**config.mk**
```make
export PLATFORM = sky130hd
export DESIGN_NAME = morse_letter_ctrl
export DESIGN_NICKNAME = d
export VERILOG_FILES = /design/src/rtl/morse_letter_ctrl.sv
export SDC_FILE = /design/constraint.sdc
export NUM_CORES = 1
export LEC_CHECK = 0
export BUFFER_PORTS_ARGS = -buffer_cell sky130_fd_sc_hd__buf_2
export CORE_MARGIN = 2
export CORE_UTILIZATION = 60
export CTS_CLUSTER_SIZE = 40
export DETAILED_ROUTE_END_ITERATION = 10
export PLACE_DENSITY = 0.8
export SLEW_MARGIN = 25
export SYNTH_ARGS = -nofsm -noshare
export SYNTH_HDL_FRONTEND = slang
export SYNTH_SLANG_ARGS = --single-unit
```
**constraint.sdc**
```tcl
create_clock -name clk -period 4.3 [get_ports clk]
set_input_delay 0.215 -clock clk [delete_from_list [all_inputs] [get_ports clk]]
set_output_delay 0.215 -clock clk [all_outputs]
set_load 0.02 [all_outputs]
```
**src/rtl/morse_letter_ctrl.sv**
```systemverilog
// morse_letter_ctrl: samples the raw dot/dash keys on a divided tick,
// edge-detects them and frames up to four symbols into one letter code.
//
// Ports:
//   clk         system clock, all logic on posedge
//   rst         synchronous active-high reset
//   btn_dot_n   raw dot key, active-low
//   btn_dash_n  raw dash key, active-low
//   code        letter symbols, first in bit 0, 1=dash 0=dot
//   code_len    number of valid symbols (1..4 while code_valid)
//   code_valid  letter pending for the consumer
//   code_ready  consumer accepts the pending letter
//   drop        1-clk pulse: press discarded while a letter is pending
//
// Build option: define MORSE_GAP_COMMIT_EN to commit a partial letter
// after GAP_TICKS sample ticks without a press.

module morse_letter_ctrl #(
    parameter int unsigned TICK_DIV  = 250000,
    parameter int unsigned GAP_TICKS = 100
) (
    input  logic       clk,
    input  logic       rst,
    input  logic       btn_dot_n,
    input  logic       btn_dash_n,
    output logic [3:0] code,
    output logic [2:0] code_len,
    output logic       code_valid,
    input  logic       code_ready,
    output logic       drop
);

    typedef enum logic [1:0] {
        S_IDLE    = 2'd0,
        S_COLLECT = 2'd1,
        S_HOLD    = 2'd2
    } state_t;

    localparam int TW = (TICK_DIV > 1) ? $clog2(TICK_DIV) : 1;
    localparam logic [TW-1:0] TICK_LAST = TW'(TICK_DIV - 1);

    if (TICK_DIV < 2 || GAP_TICKS < 1) begin : g_cfg_check
        $error("morse_letter_ctrl: need TICK_DIV>=2, GAP_TICKS>=1");
    end

    logic [TW-1:0] tick_cnt;
    logic          tick;

    logic dot_s1;
    logic dot_s2;
    logic dash_s1;
    logic dash_s2;

    logic ev_dot;
    logic ev_dash;
    logic ev_one;
    logic ev_both;
    logic gap_hit;

    state_t     state;
    state_t     state_n;
    logic [3:0] code_n;
    logic [2:0] len_n;
    logic       drop_n;
    logic       start;

    // Sample tick divider
    assign tick = (tick_cnt == TICK_LAST);

    always_ff @(posedge clk) begin
        if (rst) begin
            tick_cnt <= '0;
        end else if (tick) begin
            tick_cnt <= '0;
        end else begin
            tick_cnt <= tick_cnt + TW'(1);
        end
    end

    // Two-stage samplers advance only on tick, so a rising
    // s1 & ~s2 is seen on exactly one tick per press.
    always_ff @(posedge clk) begin
        if (rst) begin
            dot_s1  <= 1'b0;
            dot_s2  <= 1'b0;
            dash_s1 <= 1'b0;
            dash_s2 <= 1'b0;
        end else if (tick) begin
            dot_s1  <= ~btn_dot_n;
            dot_s2  <= dot_s1;
            dash_s1 <= ~btn_dash_n;
            dash_s2 <= dash_s1;
        end
    end

    assign ev_dot  = tick & dot_s1 & ~dot_s2;
    assign ev_dash = tick & dash_s1 & ~dash_s2;
    assign ev_one  = ev_dot ^ ev_dash;
    assign ev_both = ev_dot & ev_dash;

`ifdef MORSE_GAP_COMMIT_EN
    localparam int GW = $clog2(GAP_TICKS + 1);
    localparam logic [GW-1:0] GAP_LAST = GW'(GAP_TICKS - 1);

    logic [GW-1:0] gap_cnt;

    // Held at zero outside COLLECT, so it enters COLLECT cleared;
    // any press restarts the idle count.
    always_ff @(posedge clk) begin
        if (rst || state != S_COLLECT || ev_dot || ev_dash) begin
            gap_cnt <= '0;
        end else if (tick) begin
            gap_cnt <= gap_cnt + GW'(1);
        end
    end

    assign gap_hit = tick & (gap_cnt == GAP_LAST);
`else
    assign gap_hit = 1'b0;
`endif

    always_comb begin
        state_n = state;
        code_n  = code;
        len_n   = code_len;
        drop_n  = 1'b0;
        start   = 1'b0;

        unique case (state)
            S_IDLE: begin
                start = 1'b1;
            end
            S_COLLECT: begin
                if (ev_both) begin
                    state_n = S_HOLD;
                end else if (ev_one) begin
                    code_n[code_len[1:0]] = ev_dash;
                    len_n = code_len + 3'd1;
                    if (code_len == 3'd3) begin
                        state_n = S_HOLD;
                    end
                end else if (gap_hit) begin
                    state_n = S_HOLD;
                end
            end
            S_HOLD: begin
                // A press on the handshake cycle belongs
                // to the next letter, not to drop.
                if (code_ready) begin
                    start = 1'b1;
                end else begin
                    drop_n = ev_dot | ev_dash;
                end
            end
            default: begin
                state_n = S_IDLE;
            end
        endcase

        if (start) begin
            code_n  = '0;
            len_n   = '0;
            state_n = S_IDLE;
            if (ev_one) begin
                code_n  = {3'b000, ev_dash};
                len_n   = 3'd1;
                state_n = S_COLLECT;
            end
        end
    end

    always_ff @(posedge clk) begin
        if (rst) begin
            state    <= S_IDLE;
            code     <= '0;
            code_len <= '0;
            drop     <= 1'b0;
        end else begin
            state    <= state_n;
            code     <= code_n;
            code_len <= len_n;
            drop     <= drop_n;
        end
    end

    assign code_valid = (state == S_HOLD);

endmodule

```
==> results.txt <==
STA classifies the critical path endpoint as a register. The die covers 3186 um^2. The number of levels the H-tree was split into came out at 2. The clock tree root driver cell is sky130_fd_sc_hd__clkbuf_4. The number of top-level pins came out at 14.

Headroom to the max-slew limit came out at 38.49%. Once layout is complete, the utilization of the core stands at 65.67%. The average wire per cell in the routed design came out at 13.79 um. The post-cts gate resize count is 0. The count of hold buffers inserted by post-cts repair came out at 0.

The Yosys step of the flow raised 0 warnings. The placeable core region is 2686 um^2. The sequential fraction of the synthesis area came out at 38.82%. Based on the critical path, the design can be clocked at up to 341.0 MHz. The largest fanout on the critical path came out at 12. After legalization and detailed placement, the total HPWL measured 2.331 mm. The floorplan step set the die height to 56.45 um. The detailed-router iteration count before antenna repair is 4. Yosys mapped the design onto 45 distinct sky130hd cell types. The mean area per synthesized cell came out at 8.969 um^2. The instance count of the mapped netlist is 184. The leakage component of the power came out at 0.6460 nW.

The number of max-capacitance violations reported came out at 0. The run finished with clean final reports. The most critical setup path has its startpoint at tick_cnt[0]. Dividing total power by cell area gives a power density of 277.2 nW/um^2.

The number of global-route vias before repair is 1262. The number of antenna violations at the first check in global routing is 0. The count of port buffers added during placement came out at 13. In this run, the number of DRC markers left after iteration 0 of detailed routing was 84.

The number of nets still failing antenna checks after routing is 0. Entering global routing, the biggest net connects 18 pins. The setup TNS came out at 0 ps. The clock latency on the worst-skew pair came out at 330 ps.

The worst hold path belongs to the class in2reg. The starting density of the core is 61.43%. The count of endpoints failing setup in the final report is 0. The total DRC errors in the routed layout came out at 0.

The worst hold slack came out at 67.00 ps. The register-to-register path setup slack is 1370 ps. The synthesis-to-finish area growth came out at 6.899%.

The number of antenna diodes in the final layout is 0. The count of endpoints failing hold in the final timing report is 0. For the worst setup path, the data arrival time is 3210 ps. By startpoint and endpoint, the worst setup path is classified as reg2reg. The global-route total usage across every layer came out at 22.02%. The CTS buffer count came out at 5.

The final routed wirelength across all metal layers is 3.143 mm. The total count of max-transition violations in the final report came out at 0. TritonCTS built the clock tree.

In this run the deepest clock path goes through 2 buffers. The post-CTS setup-driven buffer insertion count came out at 0. In this run the critical register-to-register path is captured at code[0].

The post-route netlist has 16.24% of its cells at a drive strength greater than 1. The placer congestion estimate came out at 0.9241. In this run the most critical hold path is launched from btn_dot_n. Setup repair after global routing left no endpoint under its margin.

Along the worst hold path, the cell count comes to 2. The netlist area before placement is 1650 um^2. The floorplan row count came out at 19. The overall die width is 56.45 um. Counting cells, the worst reg-to-reg path comes to 9.

The clock input transition at the sequential cells of the worst setup and hold paths is 100 ps. The number of vias per cell is 5.899. For the final database, setup skew stands at 10.90 ps. The final critical-path share of the clock period came out at 68.20%.

The number of nets handed over by synthesis was 198. The capture endpoint of the worst hold path is dot_s1. In this run, synthesis produced a sequential element count of 32. The residual overflow from global routing is 0. After layout, the design draws a total of 0.0004891 W. The minimum period implied by the final worst setup slack came out at 2933 ps. The required arrival time at the worst endpoint is 4580 ps. The transition time at the pin with the least slew margin came out at 920.2 ps. STA classifies the critical path startpoint as a register.

The number of sinks driven by the clock tree is 32. The final net count is 210. The routed via count is 1345. The maximum vdd drop is 0.2553 mV.

The first-pass GRT wire length came out at 5.540 mm. The worst register-to-register path begins at tick_cnt[0].
==> power breakdown <==
part / leakage (nW) / switching [W] / internal [W]
logic: 0.350 / 0.00000775 / 0.00000467
clock network: 0.0380 / 0.0000986 / 0.0000777
registers: 0.258 / 0.00000194 / 0.000299
total: 0.646 / 0.000108 / 0.000381
==> registers in the layout, indices dropped and copies added, names as in the netlist <==
name,cells
drop,1
dot_s2,1
code,4
state,2
dot_s1,1
code_len,3
dash_s2,1
dash_s1,1
tick_cnt,18
==> kinds of logic (layout without fill, tap and decap cells) <==
group	after synthesis	count (layout)	synth area share (%)
AOI/OAI and AO/OA	36	36	13.50
DFF	32	32	38.82
muxes	2	2	1.213
xor gates and xnor gates	10	10	5.307
adders and majority gates	9	9	6.823
buffers and inverters	21	34	6.065
and+or+nand+nor	74	74	28.28
==> placed cells by master (no fill, tap or decap), types with 2 or more instances in the layout <==
| cell | n |
|---|---|
| sky130_fd_sc_hd__a311oi_1 | 2 |
| sky130_fd_sc_hd__o31ai_1 | 3 |
| sky130_fd_sc_hd__or4_1 | 3 |
| sky130_fd_sc_hd__clkinv_2 | 2 |
| sky130_fd_sc_hd__nand4_1 | 6 |
| sky130_fd_sc_hd__or3_1 | 3 |
| sky130_fd_sc_hd__and3_1 | 2 |
| sky130_fd_sc_hd__mux2i_1 | 2 |
| sky130_fd_sc_hd__nor2_1 | 19 |
| sky130_fd_sc_hd__inv_1 | 13 |
| sky130_fd_sc_hd__nand3_2 | 3 |
| sky130_fd_sc_hd__clkbuf_4 | 5 |
| sky130_fd_sc_hd__xnor2_1 | 4 |
| sky130_fd_sc_hd__nand3_1 | 5 |
| sky130_fd_sc_hd__xor2_1 | 6 |
| sky130_fd_sc_hd__nor4b_1 | 3 |
| sky130_fd_sc_hd__a21oi_1 | 15 |
| sky130_fd_sc_hd__ha_1 | 9 |
| sky130_fd_sc_hd__o21ai_0 | 7 |
| sky130_fd_sc_hd__nand2_1 | 7 |
| sky130_fd_sc_hd__nand2b_1 | 6 |
| sky130_fd_sc_hd__dfxtp_1 | 32 |
| sky130_fd_sc_hd__nor2b_1 | 3 |
| sky130_fd_sc_hd__buf_2 | 13 |
| sky130_fd_sc_hd__nor4b_2 | 2 |
| sky130_fd_sc_hd__a221oi_1 | 3 |
==> cell usage after synthesis (all sizes together) <==
master / number / share of area, %
nor2: 19 / 4.3
clkbuf: 4 / 1.1
or2: 2 / 0.91
o31ai: 3 / 1.4
ha: 9 / 6.8
a311oi: 2 / 1.1
nand3: 9 / 4.4
inv: 13 / 3.0
o21ai: 7 / 2.1
a22o: 1 / 0.53
xor2: 6 / 3.2
a2bb2oi: 1 / 0.53
and2: 1 / 0.38
and4bb: 1 / 0.76
a21oi: 15 / 4.5
and4b: 1 / 0.61
dfxtp: 32 / 39
nand2: 7 / 1.6
and4: 2 / 1.3
mux2i: 2 / 1.2
and3: 3 / 1.2
nor2b: 3 / 1.1
nand4: 6 / 2.3
or3: 3 / 1.1
nand2b: 6 / 2.3
nor4b: 5 / 3.4
buf: 4 / 2.0
xnor2: 4 / 2.1
a31oi: 1 / 0.38
a221oi: 3 / 1.6
nor4: 1 / 0.38
o211ai: 1 / 0.46
a211oi: 1 / 0.46
and3b: 1 / 0.53
or4: 3 / 1.4
nor3: 1 / 0.30
a21o: 1 / 0.46
==> routing by layer <==
metal	up-vias	share of wire [%]	wire length, um	global-route usage (%)
met1	644	51	1598	29.46
li1	678	-	-	-
met5	-	0	0	0
met3	4	4.3	134	7.143
met4	0	0.99	31	8.163
met2	19	44	1378	33.06
==> cell type report <==
class,instances,area (um^2)
sequential,32,640.6
inverter,13,48.80
clock inverter,2,10.01
timing repair buffer,13,65.06
tap,31,38.79
clock buffer,6,51.30
multi-input combinational,131,909.6
fill,235,922.1
==> worst max-delay path: stages (launching register included) <==
cell                        delay (ps)
sky130_fd_sc_hd__dfxtp_1           360
sky130_fd_sc_hd__ha_1              240
sky130_fd_sc_hd__nand3_2           110
sky130_fd_sc_hd__nor4b_2           810
sky130_fd_sc_hd__and4b_1           360
sky130_fd_sc_hd__ha_1              270
sky130_fd_sc_hd__and4bb_1          280
sky130_fd_sc_hd__and2_1            200
sky130_fd_sc_hd__a2bb2oi_1         140
sky130_fd_sc_hd__a21oi_1           120
==> through the flow <==
| stage | cell area (um^2) | worst slack (ps) | cells |
|---|---|---|---|
| final | 1764 | 1367 | 228 |
| after global routing | 1764 | 987.8 | 228 |
| after floorplan | 1650 | 1994 | 184 |
| after detailed placement | 1703 | 1406 | 220 |
| after global placement | 1703 | 1515 | 220 |
| after CTS | 1764 | 1380 | 228 |
==> worst max path at each step <==
stage,to,slack [ps],depth (start not counted)
after floorplan,code[0],1990,10
after global placement,code[0],1520,9
after detailed placement,code[0],1410,9
after CTS,code[0],1380,9
after global routing,code[0],990,9
final,code[0],1370,9
No activity file was read; power rests on OpenSTA's default activity.
